==> src/rtl/dds_pkg.sv <==
// ============================================================================
// dds_pkg
// ----------------------------------------------------------------------------
// Shared definitions for the phase accumulator and its dither source.
//   state_t          : phase accumulator FSM encoding (IDLE / RUN / SWEEP)
//   DEFAULT_ACC_DW   : default accumulator / tuning-word width
//   LFSR_W           : width of the dither LFSR
//   LFSR_POLY        : Galois tap mask for x^32 + x^22 + x^2 + x + 1
//   LFSR_SEED        : LFSR value loaded on reset (must be non-zero)
// ============================================================================
package dds_pkg;

  typedef enum logic [1:0] {
    IDLE  = 2'd0,
    RUN   = 2'd1,
    SWEEP = 2'd2
  } state_t;

  localparam int DEFAULT_ACC_DW = 32;

  localparam int LFSR_W = 32;

  // Right-shifting Galois form: bit 31 is the x^32 feedback term, bits 21, 1
  // and 0 carry the x^22, x^2 and x^1 taps.
  localparam logic [LFSR_W-1:0] LFSR_POLY = 32'h8020_0003;

  localparam logic [LFSR_W-1:0] LFSR_SEED = 32'h0000_0001;

endpackage : dds_pkg

==> src/rtl/phase_lfsr.sv <==
// ============================================================================
// phase_lfsr
// ----------------------------------------------------------------------------
// 32-bit Galois LFSR used as the phase dither source. It steps once per cycle
// in which "advance" is high and restarts from LFSR_SEED on reset.
//
// Ports
//   clk     : clock, rising edge
//   reset   : asynchronous, active-high reset (loads LFSR_SEED)
//   advance : step the register this cycle
//   lfsr    : current LFSR contents
// ============================================================================
module phase_lfsr
  import dds_pkg::*;
(
  input  logic              clk,
  input  logic              reset,
  input  logic              advance,
  output logic [LFSR_W-1:0] lfsr
);

  logic [LFSR_W-1:0] lfsr_next;

  // Shift right; when a one falls out of bit 0 fold the taps back in.
  always_comb begin
    lfsr_next = lfsr >> 1;
    if (lfsr[0]) begin
      lfsr_next = (lfsr >> 1) ^ LFSR_POLY;
    end
  end

  always_ff @(posedge clk or posedge reset) begin
    if (reset) begin
      lfsr <= LFSR_SEED;
    end else if (advance) begin
      lfsr <= lfsr_next;
    end
  end

endmodule : phase_lfsr

==> src/rtl/phase_accumulator.sv <==
// ============================================================================
// phase_accumulator
// ----------------------------------------------------------------------------
// Numerically controlled oscillator phase generator for a DDS. A tuning word
// is accumulated modulo 2^ACC_DW; the top PHASE_DW bits plus a static offset
// are registered out as the phase. A linear frequency sweep can be launched
// from RUN: the tuning word is stepped once per enabled sample until it
// reaches (or would pass) the terminal frequency.
//
// Optional feature macro: PHASE_DITHER_EN
//   defined   : low ACC_DW-PHASE_DW bits of an LFSR are added to the
//               accumulator before truncation (same latency)
//   undefined : plain truncation, no LFSR in the design
//
// Parameters
//   ACC_DW   : accumulator and frequency-word width
//   PHASE_DW : output phase width (<= ACC_DW)
//
// Ports
//   clk                 : clock, rising edge
//   reset               : asynchronous, active-high reset
//   s_axis_freq_tdata   : unsigned tuning word
//   s_axis_freq_tvalid  : tuning word valid
//   s_axis_freq_tready  : tuning word accepted when high (low in SWEEP)
//   enable              : run the accumulator this cycle
//   sync_clear          : zero the accumulator (wins over accumulation)
//   phase_offset        : static phase offset added to the output
//   sweep_start         : one-cycle pulse, starts a sweep from RUN
//   sweep_step          : signed per-sample frequency increment
//   sweep_stop          : unsigned terminal frequency
//   sweep_done          : one-cycle pulse when the sweep clamps
//   m_axis_phase_tdata  : phase to DDS
//   m_axis_phase_tvalid : phase valid (downstream never stalls)
//
// Handshake: a tuning word transfers on a rising edge where tvalid and
// tready are both high; it is used for accumulation from the next cycle.
// The phase output has no tready; tvalid marks each sample produced by an
// enabled cycle, and tdata holds its last value while tvalid is low.
// ============================================================================
module phase_accumulator
  import dds_pkg::*;
#(
  parameter int ACC_DW   = DEFAULT_ACC_DW,
  parameter int PHASE_DW = 16
) (
  input  logic                     clk,
  input  logic                     reset,
  input  logic [ACC_DW-1:0]        s_axis_freq_tdata,
  input  logic                     s_axis_freq_tvalid,
  output logic                     s_axis_freq_tready,
  input  logic                     enable,
  input  logic                     sync_clear,
  input  logic [PHASE_DW-1:0]      phase_offset,
  input  logic                     sweep_start,
  input  logic signed [ACC_DW-1:0] sweep_step,
  input  logic [ACC_DW-1:0]        sweep_stop,
  output logic                     sweep_done,
  output logic [PHASE_DW-1:0]      m_axis_phase_tdata,
  output logic                     m_axis_phase_tvalid
);

  // Sweep arithmetic width: two guard bits so that freq + step is exact for
  // any unsigned freq and signed step, and out-of-range sums are visible.
  localparam int SW = ACC_DW + 2;

  state_t            state;
  logic [ACC_DW-1:0] freq;
  logic [ACC_DW-1:0] acc;
  logic              load;

  assign load = s_axis_freq_tvalid && s_axis_freq_tready;

  // --------------------------------------------------------------------------
  // Sweep step and clamp decision
  // --------------------------------------------------------------------------
  logic signed [SW-1:0] sweep_sum;
  logic signed [SW-1:0] stop_ext;
  logic                 step_neg;
  logic                 step_zero;
  logic                 sum_out_of_range;
  logic                 clamp;

  always_comb begin
    sweep_sum = $signed({2'b00, freq})
              + $signed({{2{sweep_step[ACC_DW-1]}}, sweep_step});
    stop_ext  = $signed({2'b00, sweep_stop});
    step_neg  = sweep_step[ACC_DW-1];
    step_zero = (sweep_step == '0);
    // Negative sum shows in the sign bit; a sum >= 2^ACC_DW sets the bit
    // just above the accumulator width.
    sum_out_of_range = sweep_sum[SW-1] || sweep_sum[SW-2];

    clamp = 1'b0;
    if (step_zero || sum_out_of_range) begin
      clamp = 1'b1;
    end else if (!step_neg && (sweep_sum >= stop_ext)) begin
      clamp = 1'b1;
    end else if (step_neg && (sweep_sum <= stop_ext)) begin
      clamp = 1'b1;
    end
  end

  // --------------------------------------------------------------------------
  // Phase source: truncated accumulator, optionally dithered
  // --------------------------------------------------------------------------
  logic [PHASE_DW-1:0] phase_top;

`ifdef PHASE_DITHER_EN
  // Only the bits that truncation would discard are dithered.
  localparam logic [ACC_DW-1:0] DITHER_MASK =
    (ACC_DW'(1) << (ACC_DW - PHASE_DW)) - ACC_DW'(1);

  logic [LFSR_W-1:0] lfsr_q;
  logic [ACC_DW-1:0] dither;

  phase_lfsr u_phase_lfsr (
    .clk     (clk),
    .reset   (reset),
    .advance (enable),
    .lfsr    (lfsr_q)
  );

  assign dither    = ACC_DW'(lfsr_q) & DITHER_MASK;
  assign phase_top = PHASE_DW'((acc + dither) >> (ACC_DW - PHASE_DW));
`else
  assign phase_top = acc[ACC_DW-1 -: PHASE_DW];
`endif

  // --------------------------------------------------------------------------
  // Datapath: tuning word, accumulator and registered phase output
  // --------------------------------------------------------------------------
  always_ff @(posedge clk or posedge reset) begin
    if (reset) begin
      freq                <= '0;
      acc                 <= '0;
      m_axis_phase_tdata  <= '0;
      m_axis_phase_tvalid <= 1'b0;
    end else begin
      // A load is only possible outside SWEEP (tready is low there), so the
      // two freq sources never compete.
      if (load) begin
        freq <= s_axis_freq_tdata;
      end else if ((state == SWEEP) && enable) begin
        freq <= clamp ? sweep_stop : sweep_sum[ACC_DW-1:0];
      end

      if (sync_clear) begin
        acc <= '0;
      end else if (enable) begin
        acc <= acc + freq;
      end

      // Output uses the accumulator value from before this cycle's update.
      m_axis_phase_tvalid <= enable;
      if (enable) begin
        m_axis_phase_tdata <= phase_top + phase_offset;
      end
    end
  end

  // --------------------------------------------------------------------------
  // Control FSM with registered tready and sweep_done
  // --------------------------------------------------------------------------
  always_ff @(posedge clk or posedge reset) begin
    if (reset) begin
      state              <= IDLE;
      s_axis_freq_tready <= 1'b0;
      sweep_done         <= 1'b0;
    end else begin
      sweep_done <= 1'b0;
      case (state)
        IDLE: begin
          s_axis_freq_tready <= 1'b1;
          if (enable) begin
            state <= RUN;
          end
        end
        RUN: begin
          s_axis_freq_tready <= 1'b1;
          if (!enable) begin
            state <= IDLE;
          end else if (sweep_start) begin
            state              <= SWEEP;
            s_axis_freq_tready <= 1'b0;
          end
        end
        SWEEP: begin
          // With enable low everything holds, including the sweep.
          s_axis_freq_tready <= 1'b0;
          if (enable && clamp) begin
            state              <= RUN;
            s_axis_freq_tready <= 1'b1;
            sweep_done         <= 1'b1;
          end
        end
        default: begin
          state              <= IDLE;
          s_axis_freq_tready <= 1'b1;
        end
      endcase
    end
  end

endmodule : phase_accumulator

==> config.mk <==
export PLATFORM = sky130hd
export DESIGN_NAME = phase_accumulator
export DESIGN_NICKNAME = d
export VERILOG_FILES = /design/src/rtl/dds_pkg.sv /design/src/rtl/phase_lfsr.sv /design/src/rtl/phase_accumulator.sv
export SDC_FILE = /design/constraint.sdc
export NUM_CORES = 1
export LEC_CHECK = 0
export BUFFER_PORTS_ARGS = -buffer_cell sky130_fd_sc_hd__buf_2
export CORE_MARGIN = 10
export CORE_UTILIZATION = 53
export DETAILED_ROUTE_END_ITERATION = 12
export HOLD_SLACK_MARGIN = 0.1
export PLACE_DENSITY = 0.77
export SYNTH_ARGS = -nofsm -noshare
export SYNTH_HDL_FRONTEND = slang
export SYNTH_SLANG_ARGS = --single-unit
==> constraint.sdc <==
create_clock -name clk -period 4.85 [get_ports clk]
set_input_delay 0.2425 -clock clk [delete_from_list [all_inputs] [get_ports clk]]
set_output_delay 0.2425 -clock clk [all_outputs]
set_load 0.005 [all_outputs]
==> flow_summary.yaml, run 1 <==
run_status:
  status: "complete, but fails checks"
  violations: "setup timing"
worst_hold_path:
  hp-class: "input port to async pin"
flow_run:
  cap_violations: 0
final_layout:
  antenna_cells: 0
  nFillCells: 1306
  layout_common_cells: "136 x buf_2, 113 x ha_1, 96 x buf_4, 85 x dfrtp_1, 72 x nor2_1"
  area_growth_pct: 25.4
  final_common_cell: "buf_2"
  fin_nets: 1417
  drive_gt1_frac: 0.255
  finalInstanceArea_um2: 10600
worst_setup_path:
  crit_path_start_kind: "register"
  crit_arrival_ns: 5.35
  crit_path_end: "freq[28]"
  worst_setup_path_end_kind: "register"
  rrSetupSlack_ns: -0.28
  crit_required_ns: 5.07
  critPathKind: "register to register"
  crit_start: "freq[0]"
  crit_path_max_fanout: 14
  rr_worst_depth: 23
  reg2reg_from: "freq[0]"
  r2r-end: "freq[28]"
place:
  gp_congestion: 0.945
  io_buffers: 136
  hpwl_um: 20000
  place_area_um2: 10000
pwr:
  powerDensity_nw_per_um2: 762
  ir_drop_mv: 0.362
  p_seq_frac: 0.161
  combPwrFrac: 0.739
  power_switching_uw: 3640
  p_leak_uw: 0.00540
  clkPwrFrac: 0.100
  swShare: 0.452
  power.internal_uw: 4410
sta:
  hold_ws_ns: 0.0849
  fin_crit_ns: 5.13
  setup-violations-final: 36
  min_period_over_period: 1.06
  drv_slew: 0
  fin_tns_setup_ns: -7.88
  rsz0062_at_grt: "yes"
  worst_pin_slew_ns: 1.03
  finalHoldViolCount: 0
  max_freq_mhz: 195
  relSlewSlack: 0.316
  finalClockSkew_ns: 0.00925
  setup_ws_ns: -0.282
synth:
  yosys.area.top_type: "dfrtp_1"
  syn_inst: 958
  syn_area_um2: 8410
  yosysSeqAreaShare: 0.253
  yosysTopAreaCellShare: 0.253
  synth.net_count: 1194
  async_flop_share: 1.00
  ys_types: 67
  synthFlopType: "dfrtp_1"
  synth-edff-count: 0
  syn_area_per_cell_um2: 8.78
  ys_warn_count: 0
  netlist_top_cells_area: "dfrtp_1 25%, ha_1 17%, mux2i_1 6.5%, a21o_1 4.4%, o21ai_0 4.2%"
  ys_ff_latch: 85
route:
  routed_via_density: 5.92
  num_vias: 8304
  ant_nets: 0
  first_pass_iters: 6
  wl_um: 26200
  avgRoutedWirePerCell_um: 18.7
  drc_errors: 0
  dr.first_iter.drc_count: 651
clock_network:
  path_clk_slew_ns: 0.07
  clk_latency_ns: 0.36
  htreeDepth: 3
  cts_hold_buf: 0
  cts_tree: "done"
  cts_buffers: 9
  cts_root_buf: "clkbuf_16"
  clk_path_buf_depth: 2
  cts.sinks: 85
global_route:
  grt_max_degree: 57
  grt_overflow: 0
  antenna_found_initial: 0
  grt_usage: 0.235
  grt_pass1_wl_um: 41500
  grt_pass1_vias: 8343
floorplan:
  die_x_um: 146
  fp.coreArea_um2: 15700
  num_io_pins: 137
  die_area_um2: 21300
  die_y_um: 146
  initial_utilization: 0.536
  rows: 46
-- what timing repair did --
item | CTS | global route
pin swaps | 8 | 3
gates cloned | 1 | 0
setup endpoints to repair | 36 | 36
resized for setup | 39 | 9
buffers inserted | 4 | 3
-- worst min-delay path by stage --
stage | endpoint | slack, ns | cells past startpoint
floorplan | m_axis_phase_tvalid | 0.27 | 0
global placement | m_axis_phase_tdata[4] | 0.46 | 1
detailed placement | m_axis_phase_tdata[6] | 0.46 | 1
CTS | m_axis_phase_tvalid | 0.13 | 2
global route | freq[13] | 0.15 | 3
finish | m_axis_phase_tvalid | 0.08 | 2
-- layout make-up --
class	instances	area (um2)	area share
clock buffer	9	225	0.0213
clock inverter	7	105	0.00996
inverter	60	226	0.0215
multi-input combinational	786	6070	0.575
sequential	85	2130	0.202
tap	216	270	0.0256
timing repair buffer	239	1530	0.145
-- state kept, by name, indices dropped and copies added, names as in the netlist --
| register | cells |
|---|---|
| freq | 32 |
| sweep_done | 1 |
| state | 2 |
| m_axis_phase_tdata | 16 |
| acc | 32 |
| m_axis_phase_tvalid | 1 |
| s_axis_freq_tready | 1 |
-- synthesized netlist by cell type, types with 4 or more instances --
cell type  number
o21bai_1       11
and2_1          7
o21ai_0        71
and3_1          7
a21boi_0        4
o311ai_0        4
o22ai_1         4
a21oi_1        65
dfrtp_1        85
inv_1          60
clkbuf_1       21
xor2_1         19
o31ai_1         5
nor2b_1         9
nand2_1        46
or2_2           4
mux2i_1        55
mux2_2         12
a21o_1         49
nor4_1         13
or3_1           5
a22oi_1        29
xnor2_1        40
a211oi_1       11
a31oi_1        11
ha_1          115
nand4_1        13
o211ai_1        8
nor2_1         72
o21a_1         15
nor3_1         12
nand3_1        15
-- critical path: stages, from the launching register on --
cell	delay [ns]
dfrtp_1	0.38
ha_2	0.19
fa_2	0.37
a211oi_2	0.25
o211ai_1	0.21
a221oi_2	0.40
nor3_1	0.09
nor2_1	0.15
o21bai_1	0.12
a41oi_2	0.20
mux2i_1	0.14
and2_1	0.16
ha_2	0.16
a21o_1	0.17
a21o_1	0.19
a2111oi_4	0.32
o211ai_1	0.15
a211oi_2	0.21
a221oi_2	0.09
and4bb_2	0.33
o21a_4	0.20
buf_12	0.18
mux2i_2	0.23
a21oi_1	0.09
-- per-stage QoR --
step | worst slack [ns] | utilization | power [uW] | instances
after global placement | -0.228 | 0.639 | 6700 | 1378
final | -0.282 | 0.672 | 8040 | 1402
after floorplan | 0.0155 | - | 5100 | 958
after global routing | -0.581 | 0.672 | 8680 | 1402
after detailed placement | -0.416 | 0.639 | 6800 | 1378
after CTS | -0.151 | 0.669 | 7900 | 1399
-- power groups by stage --
stage	clock, uW	combinational [uW]	sequential (uW)
global route	836	6510	1330
floorplan	0	3850	1250
global placement	0	5410	1290
detailed placement	0	5500	1300
finish	807	5940	1290
CTS	807	5800	1290
-- metal layers --
layer  global-route usage  up-vias  share of wire
met5                    0        -              0
met4               0.0931        0          0.032
li1                     -     4039              -
met3               0.0420       50          0.057
met2                0.384      270           0.47
met1                0.301     3945           0.44
-- cells by family (layout without fill, tap and decap cells) --
| kind of cell | Yosys count | count (layout) | share of synthesized area |
|---|---|---|---|
| compound gates | 322 | 322 | 0.257 |
| xor+xnor | 59 | 59 | 0.0614 |
| fa+ha+maj | 118 | 118 | 0.178 |
| buf+inv | 87 | 315 | 0.0416 |
| flops | 85 | 85 | 0.253 |
| mux | 67 | 67 | 0.0815 |
| simple gates | 220 | 220 | 0.128 |
Power figures use the tool's default switching activity.
==> run 2, diff against run 1 <==
--- a/config.mk
+++ b/config.mk
@@ -11,6 +11,7 @@
 export DETAILED_ROUTE_END_ITERATION = 12
 export HOLD_SLACK_MARGIN = 0.1
 export PLACE_DENSITY = 0.77
+export SKIP_CTS_REPAIR_TIMING = 1
 export SYNTH_ARGS = -nofsm -noshare
 export SYNTH_HDL_FRONTEND = slang
 export SYNTH_SLANG_ARGS = --single-unit
==> run 2 against run 1 <==
Net effect:
- sequential power about the same
- the run still ends with setup timing left
- final area is 0.40% higher
- critical endpoint unchanged
- non-clock buffer count grew 1
- clock power about the same
- largest cell class unchanged
- core utilization rose by 0.27 points
- total power is 0.50% higher
==> flow_summary.yaml, run 2 (synthesized netlist as in run 1, its figures left out) <==
run_status:
  status: "complete, but fails checks"
  violations: "setup timing"
final_layout:
  finalInstanceArea_um2: 10600
  antenna_cells: 0
  drive_gt1_frac: 0.257
  fin_nets: 1418
  area_growth_pct: 25.9
  layout_common_cells: "136 x buf_2, 113 x ha_1, 97 x buf_4, 85 x dfrtp_1, 71 x nor2_1"
  nFillCells: 1292
  final_common_cell: "buf_2"
  reg.largest.list: "acc x32, freq x32, m_axis_phase_tdata x16"
worst_setup_path:
  reg2reg_from: "freq[0]"
  worst_setup_path_end_kind: "register"
  critPathKind: "register to register"
  r2r-end: "freq[28]"
  path_cells: "ha_2 -> fa_2 -> a211oi_2 -> o211ai_1 -> a221oi_2 -> nor3_1 -> nor2_1 -> o21bai_1 -> a41oi_2 -> mux2i_1 -> and2_1 -> ha_2 -> a21o_1 -> a21o_1 -> a2111oi_4 -> o211ai_1 -> a211oi_2 -> a221oi_2 -> and4bb_2 -> o21a_4 -> buf_12 -> mux2i_2 -> a21oi_1"
  crit_buf_inv: 1
  crit_arrival_ns: 5.30
  rr_worst_depth: 23
  crit_family: "compound AO/OA/AOI/OAI gates"
  cpPeakStageDelay_ns: 0.38
  crit_required_ns: 5.07
  crit_path_start_kind: "register"
  crit_path_max_fanout: 8
  rrSetupSlack_ns: -0.23
  slowest_stage: "dfrtp_1"
sta:
  min_period_over_period: 1.05
  drv_slew: 0
  rsz0062_at_grt: "yes"
  setup-violations-final: 35
  finalHoldViolCount: 0
  finalClockSkew_ns: 0.00712
  fin_crit_ns: 5.08
  relSlewSlack: 0.319
  hold_ws_ns: 0.0845
  setup_ws_ns: -0.234
  worst_pin_slew_ns: 1.02
  max_freq_mhz: 197
floorplan:
  fp.coreArea_um2: 15700
  rows: 46
  die_y_um: 146
  num_io_pins: 137
  die_x_um: 146
  die_area_um2: 21300
  initial_utilization: 0.536
global_route:
  top_usage_layer: "met2"
  grt_overflow: 0
  antenna_found_initial: 0
  use_met3: 0.0401
  grt_util_met1: 0.297
  grt_pass1_wl_um: 40900
  grt_max_degree: 57
  use_met2: 0.378
  grt_usage: 0.231
  grt_pass1_vias: 8266
pwr:
  powerDensity_nw_per_um2: 763
  ir_drop_mv: 0.369
  p_leak_uw: 0.00543
worst_hold_path:
  hp-class: "input port to async pin"
clock_network:
  cts_root_buf: "clkbuf_16"
  htreeDepth: 3
  cts_tree: "done"
  cts_buffers: 9
  cts.sinks: 85
  path_clk_slew_ns: 0.07
  clk_path_buf_depth: 2
  clk_latency_ns: 0.35
place:
  io_buffers: 136
  hpwl_um: 20000
  place_area_um2: 10000
  gp_congestion: 0.945
route:
  ant_nets: 0
  num_vias: 8309
  wl_um: 26300
  avgRoutedWirePerCell_um: 18.8
  drc_errors: 0
  dr.first_iter.drc_count: 656
  first_pass_iters: 5
  routed_via_density: 5.92
flow_run:
  cap_violations: 0
## run 2: per-stage QoR
stage          utilization  power (uW)  TNS, ns  cells  setup slack [ns]
2_1_floorplan            -        5100        0    958            0.0155
3_3_place_gp         0.639        6700    -6.97   1378            -0.228
3_5_place_dp         0.639        6800   -13.00   1378            -0.416
4_1_cts              0.660        7670   -14.49   1394            -0.485
5_1_grt              0.674        8740   -15.55   1403            -0.484
6_report             0.674        8080    -6.37   1403            -0.234
## run 2: layer usage
layer  part of all wire  vias up
li1                   -     4043
met1               0.44     3928
met2               0.47      293
met3              0.058       45
met4              0.032        0
met5                  0        -
## run 2: worst max path at each step
stage | startpoint | to | slack (ns) | cells past startpoint
3_3_place_gp | sweep_step[0] | freq[16] | -0.23 | 24
2_1_floorplan | freq[0] | state[1] | 0.02 | 20
5_1_grt | freq[0] | freq[0] | -0.48 | 23
3_5_place_dp | sweep_step[0] | freq[28] | -0.42 | 22
4_1_cts | freq[0] | freq[28] | -0.49 | 21
6_report | freq[0] | freq[28] | -0.23 | 23
## run 2: final cells by class
class / count / area (um2) / area share
tap: 216 / 270 / 0.0255
inverter: 60 / 226 / 0.0214
timing repair buffer: 240 / 1560 / 0.147
clock inverter: 7 / 105 / 0.00992
clock buffer: 9 / 225 / 0.0213
sequential: 85 / 2130 / 0.201
multi-input combinational: 786 / 6080 / 0.574
## run 2: power breakdown
| part | internal (uW) | leakage, uW | switching, uW |
|---|---|---|---|
| Combinational | 2940 | 0.00420 | 3040 |
| Clock | 462 | 0.000164 | 342 |
| Sequential | 1030 | 0.00107 | 259 |
